[src/rtl/hazard_ctrl.sv]
// Pipeline hazard controller: shadows the EXE/MEM destinations and drives
// freeze/bubble/flush for IF/ID and ID/EX, plus saturating stall/flush counters.
module hazard_ctrl #(
  parameter bit          FWD_EN = 1'b1,
  parameter int unsigned CNT_W  = 16
) (
  input  logic             clk,
  input  logic             rst,
  input  logic             id_valid,
  input  logic [4:0]       src1,
  input  logic [4:0]       src2,
  input  logic             two_src,
  input  logic [4:0]       dest,
  input  logic             wb_en,
  input  logic             mem_r_en,
  input  logic             br_taken,
  input  logic             clr_cnt,
  output logic             freeze,
  output logic             bubble,
  output logic             flush,
  output logic [CNT_W-1:0] stall_cnt,
  output logic [CNT_W-1:0] flush_cnt
);

  typedef struct packed {
    logic       v;
    logic [4:0] dest;
    logic       wb;
    logic       ld;
  } exe_slot_t;

  typedef struct packed {
    logic       v;
    logic [4:0] dest;
    logic       wb;
  } mem_slot_t;

  exe_slot_t        exe_q, exe_d;
  mem_slot_t        mem_q, mem_d;
  logic [CNT_W-1:0] stall_cnt_q, stall_cnt_d;
  logic [CNT_W-1:0] flush_cnt_q, flush_cnt_d;

  logic match_exe, match_mem, hazard, issue;

  // Register 0 is hardwired, so a slot targeting it never blocks a reader.
  function automatic logic slot_match(input logic       v,
                                      input logic       wb,
                                      input logic [4:0] sd,
                                      input logic [4:0] s1,
                                      input logic [4:0] s2,
                                      input logic       two);
    return v & wb & (sd != 5'd0) & ((s1 == sd) | (two & (s2 == sd)));
  endfunction

  always_comb begin
    match_exe = slot_match(exe_q.v, exe_q.wb, exe_q.dest, src1, src2, two_src);
    match_mem = slot_match(mem_q.v, mem_q.wb, mem_q.dest, src1, src2, two_src);
    if (FWD_EN)
      hazard = match_exe & exe_q.ld;
    else
      hazard = match_exe | match_mem;
    freeze = id_valid & hazard;
    bubble = id_valid & hazard;
    flush  = id_valid & br_taken & ~freeze;
    issue  = id_valid & ~freeze;
  end

  always_comb begin
    exe_d = '0;
    if (issue) begin
      exe_d.v    = 1'b1;
      exe_d.dest = dest;
      exe_d.wb   = wb_en;
      exe_d.ld   = mem_r_en;
    end
    mem_d.v    = exe_q.v;
    mem_d.dest = exe_q.dest;
    mem_d.wb   = exe_q.wb;
  end

  // Clear takes priority over a same-cycle increment.
  always_comb begin
    stall_cnt_d = stall_cnt_q;
    flush_cnt_d = flush_cnt_q;
    if (clr_cnt) begin
      stall_cnt_d = '0;
      flush_cnt_d = '0;
    end else begin
      if (freeze && (stall_cnt_q != '1)) stall_cnt_d = stall_cnt_q + 1'b1;
      if (flush  && (flush_cnt_q != '1)) flush_cnt_d = flush_cnt_q + 1'b1;
    end
  end

  always_ff @(posedge clk or negedge rst) begin
    if (!rst) begin
      exe_q       <= '0;
      mem_q       <= '0;
      stall_cnt_q <= '0;
      flush_cnt_q <= '0;
    end else begin
      exe_q       <= exe_d;
      mem_q       <= mem_d;
      stall_cnt_q <= stall_cnt_d;
      flush_cnt_q <= flush_cnt_d;
    end
  end

  assign stall_cnt = stall_cnt_q;
  assign flush_cnt = flush_cnt_q;

endmodule

[config.mk]
export PLATFORM = sky130hd
export DESIGN_NAME = hazard_ctrl
export DESIGN_NICKNAME = d
export VERILOG_FILES = /design/src/rtl/hazard_ctrl.sv
export SDC_FILE = /design/constraint.sdc
export NUM_CORES = 1
export LEC_CHECK = 0
export CELL_PAD_IN_SITES_DETAIL_PLACEMENT = 0
export CELL_PAD_IN_SITES_GLOBAL_PLACEMENT = 1
export CORE_ASPECT_RATIO = 1.25
export CORE_UTILIZATION = 45
export DETAILED_ROUTE_END_ITERATION = 8
export DONT_BUFFER_PORTS = 1
export PLACE_DENSITY = 0.82
export SLEW_MARGIN = 20
export SYNTH_ARGS = -nofsm -noshare
export SYNTH_HDL_FRONTEND = slang
export SYNTH_SLANG_ARGS = --single-unit
[constraint.sdc]
create_clock -name clk -period 3 [get_ports clk]
set_input_delay 0.6 -clock clk [delete_from_list [all_inputs] [get_ports clk]]
set_output_delay 0.6 -clock clk [all_outputs]
set_load 0.02 [all_outputs]
**Word level (Yosys, flattened, before mapping)**

Cells that the tools add are included.

- Bits in registers: 40
- Bits of input ports: 23
- Output and inout port bits: 35
- Logic and storage cells: 33

- Add/subtract/negate cells: 2
- Eq/ne operators: 4
- Muxes and demuxes: 5
- Bitwise gates (word level): 11
- Reductions and logical operators: 5

Operators by type and width:

| kind | count |
|---|---|
| 16-bit two-way mux | 4 |
| 16-bit by 1-bit adder with 16-bit output (second input constant) | 2 |
| 16-bit inequality test (second input constant) | 2 |
| 5-bit equality test | 2 |
| 1-bit bitwise AND | 9 |
| 8-bit two-way mux | 1 |
| 5-bit nonzero test | 1 |
| 2-bit nonzero test | 2 |
| 1-bit logical AND | 2 |
| 1-bit NOT | 1 |
| 1-bit OR | 1 |

**Depth between registers and ports, before layout**

Gate-level depths: netlist of run 1.

- Depth in word-level cells: 11
- Gate-level depth with buffers: 8
- Gate-level depth less buffers: 7

**Least setup slack after synthesis of run 1**

No wires, ideal clock.

- Path type: input to output
- Start: input src1[1]
- End: output freeze
- Data arrival time: 1.914 ns
- Required time: 2.400 ns
- Slack: 0.486 ns
- Stages: 5
- Buffers on the path: 1
- Path through: xnor2_1 -> nand3_1 -> o22a_1 -> nor3_1 -> buf_4

- Longest elaborated chain between the ends: 5

Ends and longest elaborated chain:

| what | line | RTL |
|---|---|---|
| start: declaration | 10 | `input logic [4:0] src1,` |
| 5-bit equality test | 52 | `return v & wb & (sd != 5'd0) & ((s1 == sd) \| (two & (s2 == sd)));` |
| 1-bit OR | 52 |  |
| 1-bit bitwise AND | 52 |  |
| 1-bit bitwise AND | 59 | `hazard = match_exe & exe_q.ld;` |
| 1-bit bitwise AND | - |  |
| end: declaration | 18 | `output logic freeze,` |

Every way passes these cells.

**Worst setup path in the final report of run 1**

- Start: register exe_q[5] (netlist name)
- End: output flush

- Longest elaborated chain between the ends: 8
- Elaborated cells between the ends (all ways): 11
- Those cells by class: 2 x eq/ne; 8 x bitwise; 1 x reduce/logical

Ends and longest elaborated chain:

| what | line | RTL |
|---|---|---|
| start: declaration | 38 | `exe_slot_t exe_q, exe_d;` |
| start signal: assignment | 96 | `exe_q <= '0;` |
| start signal: assignment | 101 | `exe_q <= exe_d;` |
| 5-bit equality test | 52 |  |
| 1-bit bitwise AND | 52 |  |
| 1-bit OR | 52 |  |
| 1-bit bitwise AND (*) | 52 |  |
| 1-bit bitwise AND (*) | 59 |  |
| 1-bit bitwise AND (*) | 62 | `freeze = id_valid & hazard;` |
| 1-bit NOT (*) | 64 | `flush = id_valid & br_taken & ~freeze;` |
| 1-bit bitwise AND (*) | 64 |  |
| end: declaration | 20 | `output logic flush,` |

Mark *: on every way between the ends. The rest lies on a longest branch, timed or not.

==> out/metrics.cfg, run 1 <==
[synth]
avgSynthCellArea_um2 = 9.56
yosys_register_bits = 40
synth_fp_nets = 260
synth_edf_count = 0
synthesis.instances = 235
async_reset_ff_share_pct = 100
synth.distinct_cells = 38
ys_warn_count = 0
synth_area_mm2 = 0.00225
synth_top_flop_cell = dfrtp_1
yosysSeqAreaShare_pct = 44.6

[worst_setup_path]
slowest_delay_ns = 0.57
path_max_fanout = 4
crit_path_end_kind = output pin
crit_path_start = exe_q[5]
path_delay_family = simple AND/OR/NAND/NOR gates
critPathSlowestCell = or4_4
r2r_start = stall_cnt[0]
worst_setup_path_start_kind = flop
worst-path-buf-inv = 1
cp.arrival_ns = 1.94
crit_required_ns = 2.40
cp_cell_sequence = or4_4, o2111ai_4, o21ai_4, inv_1, and2_1
critical_path_class = reg -> out

[grt]
grt_max_degree = 41
grt_usage_pct = 20.2
overflow = 0
grt_pass1_vias = 1779
grt_pass1_wl_mm = 8.14
antenna_found_initial = 0

[cts]
clockBufferDepth = 2
root_buffer = clkbuf_8
tritoncts = yes
cts-hold-fix-buffers = 1
clkSinkCount = 40
clk_pin_slew_worst_paths_ns = 0.08
clk_latency_ns = 0.30
cts_setup_buffers = 0
numCtsBuffers = 5
h-tree-depth = 2
cts_resized = 0

[worst_hold_path]
hold_class = in -> async

[timing]
post-route-period-util_pct = 84.8
maxClockFrequency_mhz = 393
fin_skew_ns = 0.00705
finalSetupTns_ns = 0
finalMaxSlewViolations = 0
worst_pin_slew_ns = 0.878
setup_ws_ns = 0.457
finalSetupViolCount = 0
period_minus_slack_ns = 2.54
rsz0062_at_grt = false
finalHoldViolCount = 0
slew_headroom_pct = 41.0

[finish]
multiInputGateArea_mm2 = 0.00118
register_area_mm2 = 0.00100
antenna_cells = 0
n_fill_cell = 469
layout.nets = 265
area_delta_synth_final_pct = 9.30
drive_above_1_share_pct = 10.8
fin_area_mm2 = 0.00245

[floorplan]
dieArea_mm2 = 0.00528
io_pins = 58
die_x_um = 65.2
core-area_mm2 = 0.00476
rows = 28
start_util_pct = 47.1
die_h_um = 81.0

[routing]
ant_nets = 0
drt_pass1_iterations = 4
viasPerCell = 5.89
drt_iter0_drc = 98
via_count = 1772
routedWlPerCell_um = 16.3
drc = 0
finalWirelength_mm = 4.90

[placed_design]
gp_congestion = 0.729
dp_hpwl_mm = 3.46
post_dp_cell_area_mm2 = 0.00233
io_buffers = 0
dp_slack_ns = 0.619

[power_and_ir_drop]
power.leakage_nw = 0.984
power_density_mw_per_mm2 = 431
vdd_drop_max_mv = 0.208

[outcome]
outcome = complete, no violations

[run]
drv_cap = 0

-- path summary, 6_finish.rpt --
| path | endpoint | slack, ns | cells past startpoint |
|---|---|---|---|
| setup / recovery | flush | 0.46 | 5 |
| hold / removal | stall_cnt[9] | 0.14 | 1 |
| setup reg to reg | stall_cnt[6] | 0.60 | 8 |
| hold reg to reg | flush_cnt[15] | 0.68 | 2 |
| max in group asynchronous | flush_cnt[5] | 2.67 | 1 |
| min in group clk | stall_cnt[0] | 0.36 | 1 |
-- per-layer routing --
metal  up-vias  global-route usage [%]  wire, um
met3         7                    5.62       245
met5         -                       0         0
li1        870                       -         -
met4         0                    7.83        81
met2        35                    35.9      2570
met1       860                    22.7      2000
-- through the flow --
step | hold slack, ns | utilization (%) | cells | total power [mW]
6_report | 0.139 | 51.5 | 301 | 1.06
5_1_grt | 0.147 | 51.5 | 301 | 1.10
4_1_cts | 0.140 | 51.5 | 301 | 1.07
3_5_place_dp | 0.306 | 48.8 | 292 | 0.617
3_3_place_gp | 0.306 | 48.8 | 292 | 0.616
2_1_floorplan | 0.304 | - | 235 | 0.613
-- cells in the mapped netlist, drive strengths merged, types with 8 or more instances --
master  number  area share, %
or4         10            3.5
and2        11            3.1
nor2        23            3.8
clkbuf       8            1.3
nand3       18            4.0
xor2        13            5.1
dfrtp       40             45
nand4       15            4.2
a21oi       14            3.1
o31ai       10            3.3
and3         9            2.5
xnor2       10            3.9
nand2       11            1.8
-- worst register-to-register path: stages, from the launching register on --
cell,delay (ns)
dfrtp_1,0.53
ha_1,0.22
and2_0,0.27
nor4bb_1,0.56
a311oi_1,0.18
buf_4,0.21
nand4b_1,0.12
xor2_1,0.15
nor2_1,0.05
-- power breakdown --
part	internal (mW)	leakage, nW	total [mW]	switching [mW]
logic	0.0273	0.381	0.0628	0.0355
clock network	0.247	0.0552	0.441	0.193
registers	0.545	0.548	0.556	0.0104
-- state kept, by name (all words and copies together) (netlist names) --
signal,count
flush_cnt,16
stall_cnt,16
exe_q,8
-- cell families after synthesis --
logic type | synth area share [%]
xor+xnor | 8.97
mux | 2.51
simple gates | 29.0
buf+inv | 2.90
flops | 44.6
compound gates | 10.9
fa+ha+maj | 1.11
-- cell usage in the layout (no fill, tap or decap), drive strengths merged, types with 2 or more instances in the layout --
| cell type | count |
|---|---|
| o21ai | 4 |
| o31ai | 10 |
| nor3 | 4 |
| and2 | 11 |
| and3 | 9 |
| a21oi | 14 |
| nand4 | 15 |
| clkbuf | 6 |
| buf | 9 |
| xor2 | 13 |
| mux2 | 5 |
| xnor2 | 10 |
| nor4 | 2 |
| or3 | 2 |
| inv | 3 |
| nand2 | 11 |
| nor2 | 23 |
| or4 | 10 |
| nand3 | 18 |
| nor2b | 5 |
| ha | 2 |
| and4 | 3 |
| dfrtp | 40 |
-- layout make-up --
class | count | share of cell area [%]
clock buffer | 6 | 2.96
clock inverter | 2 | 1.43
inverter | 3 | 0.459
multi-input combinational | 181 | 48.1
sequential | 40 | 40.8
tap | 60 | 3.06
timing repair buffer | 9 | 3.26
Power figures use the tool's default switching activity.
==> run 2: changes to the inputs <==
clock period = 2.6 ns   (was 3 ns; I/O delays follow)
==> run 2 against run 1 <==
Against the previous run: critical path depth stayed put; largest cell class unchanged; die area stayed put; cell count up 1.7%; combinational power up 19%; setup slack worse by 0.34 ns; sequential power increased by 15%; first-iteration DRC count rose by 34%; non-clock buffer count increased by 5; via count up 1.7%; critical endpoint unchanged; clock power down 2%.
==> out/metrics.cfg, run 2 (synthesis gave the netlist of run 1 again) <==
[timing]
fin_skew_ns = 0.00941  ; was 0.00705 ns
rsz0062_at_grt = false  ; unchanged
maxClockFrequency_mhz = 403
finalMaxSlewViolations = 0  ; unchanged
finalSetupTns_ns = 0  ; unchanged
period_minus_slack_ns = 2.48
finalSetupViolCount = 0  ; unchanged
fin_hold_ws_ns = 0.0656  ; was 0.139 ns
setup_ws_ns = 0.117  ; was 0.457 ns
post-route-period-util_pct = 95.5
worst_pin_slew_ns = 0.689  ; was 0.878 ns
slew_headroom_pct = 53.7  ; was 41.0%
finalHoldViolCount = 0  ; unchanged

[worst_setup_path]
r2r_start = exe_q[5]  ; was stall_cnt[0]
r2r_cells = 7  ; was 8
worst_setup_path_start_kind = flop  ; unchanged
critical_path_class = reg -> out  ; unchanged
path_max_fanout = 4  ; unchanged
cp.arrival_ns = 1.96  ; was 1.94 ns
crit_required_ns = 2.08  ; was 2.40 ns
reg2reg_slack_ns = 0.16  ; was 0.60 ns
r2r_end = flush_cnt[12]  ; was stall_cnt[6]
crit_path_start = exe_q[5]  ; unchanged
crit_path_end_kind = output pin  ; unchanged

[floorplan]
die_h_um = 81.0  ; unchanged
core-area_mm2 = 0.00476  ; unchanged
start_util_pct = 47.1  ; unchanged
die_x_um = 65.2  ; unchanged
rows = 28  ; unchanged
io_pins = 58  ; unchanged
dieArea_mm2 = 0.00528  ; unchanged

[routing]
ant_nets = 0  ; unchanged
finalWirelength_mm = 5.10  ; was 4.90 mm
drt_iter0_drc = 131  ; was 98
drt_pass1_iterations = 4  ; unchanged
routedWlPerCell_um = 16.7  ; was 16.3 um
drc = 0  ; unchanged
viasPerCell = 5.89  ; about the same
via_count = 1802  ; was 1,772

[cts]
h-tree-depth = 2  ; unchanged
clkSinkCount = 40  ; unchanged
numCtsBuffers = 5  ; unchanged
clk_latency_ns = 0.29  ; was 0.30 ns
clockBufferDepth = 2  ; unchanged
root_buffer = clkbuf_8  ; unchanged
tritoncts = yes  ; unchanged
clk_pin_slew_worst_paths_ns = 0.08  ; about the same

[grt]
antenna_found_initial = 0  ; unchanged
grt_pass1_vias = 1808  ; was 1,779
grt_usage_pct = 20.9  ; was 20.2%
grt_max_degree = 41  ; unchanged
grt_pass1_wl_mm = 8.40  ; was 8.14 mm
overflow = 0  ; unchanged

[outcome]
outcome = complete, no violations  ; unchanged

[finish]
final_cell_mix = dfrtp_1, nor2_1, nand3_1, nand4_1, a21oi_1  ; unchanged
final_common_cell = dfrtp_1  ; unchanged
area_delta_synth_final_pct = 10.4  ; was 9.30%
drive_above_1_share_pct = 12.6  ; was 10.8%
layout.nets = 270  ; was 265
antenna_cells = 0  ; unchanged
n_fill_cell = 448  ; was 469

[run]
drv_cap = 0  ; unchanged

[placed_design]
dp_hpwl_mm = 3.57  ; was 3.46 mm
dp_slack_ns = 0.227  ; was 0.619 ns
gp_congestion = 0.742  ; was 0.729
io_buffers = 0  ; unchanged

[power_and_ir_drop]
power.total_mw = 1.15  ; was 1.06 mW
power_density_mw_per_mm2 = 463  ; was 431 mW/mm^2
vdd_drop_max_mv = 0.270  ; was 0.208 mV
power.leakage_nw = 0.999  ; was 0.984 nW

[worst_hold_path]
hold_class = in -> async  ; unchanged

==> run 2: cell count changes in the layout (fill, tap and decap cells not counted) <==
cell and delta:
buf_4 +5, clkbuf_8 +1, bufinv_16 -1, clkinvlp_4 +1
clkinv_2 -1
==> run 2: critical path: stages (launching register included) <==
cell and delay [ns]:
dfrtp_1 0.42, or4_4 0.57, o2111ai_4 0.27, o21ai_4 0.11, inv_1 0.07, and2_1 0.24
==> run 2: stage by stage <==
stage	util [%]	instances	cell area, um^2
finish	52.0	306	2480
global route	52.0	306	2480
CTS	52.0	306	2480
detailed placement	49.3	295	2350
global placement	49.3	295	2350
floorplan	-	235	2250
==> run 2: layout make-up <==
| class | instances | area, um^2 | area share, % |
|---|---|---|---|
| sequential | 40 | 1000 | 40.4 |
| tap | 60 | 75.1 | 3.03 |
| inverter | 3 | 11.3 | 0.454 |
| clock inverter | 1 | 7.51 | 0.303 |
| clock buffer | 7 | 86.3 | 3.48 |
| timing repair buffer | 14 | 118 | 4.75 |
| multi-input combinational | 181 | 1180 | 47.6 |
==> run 2: power breakdown <==
part | internal [mW] | switching (mW)
clock network | 0.216 | 0.215
registers | 0.629 | 0.0122
logic | 0.0335 | 0.0413
==> run 2: routing by layer <==
metal / global-route usage [%] / vias to the layer above / wire [um]
met5: 0 / - / 0
met4: 7.17 / 0 / 75
met3: 6.04 / 7 / 251
met2: 37.7 / 43 / 2690
met1: 23.1 / 871 / 2080
li1: - / 881 / -
==> run 2: worst max-delay path by stage <==
stage,slack [ns],cells after the start,endpoint
2_1_floorplan,0.25,5,freeze
3_3_place_gp,0.29,6,flush
3_5_place_dp,0.23,6,flush_cnt[3]
4_1_cts,0.1,5,flush
5_1_grt,0.01,5,flush
6_report,0.12,5,flush
==> run 2: repair_timing <==
action / CTS / global route
hold buffers: 1 / 0
endpoints found under the hold margin: 40 / 0
endpoints found under the setup margin: 1 / 0
gates resized for setup: 0 / 0
buffers inserted: 2 / 0
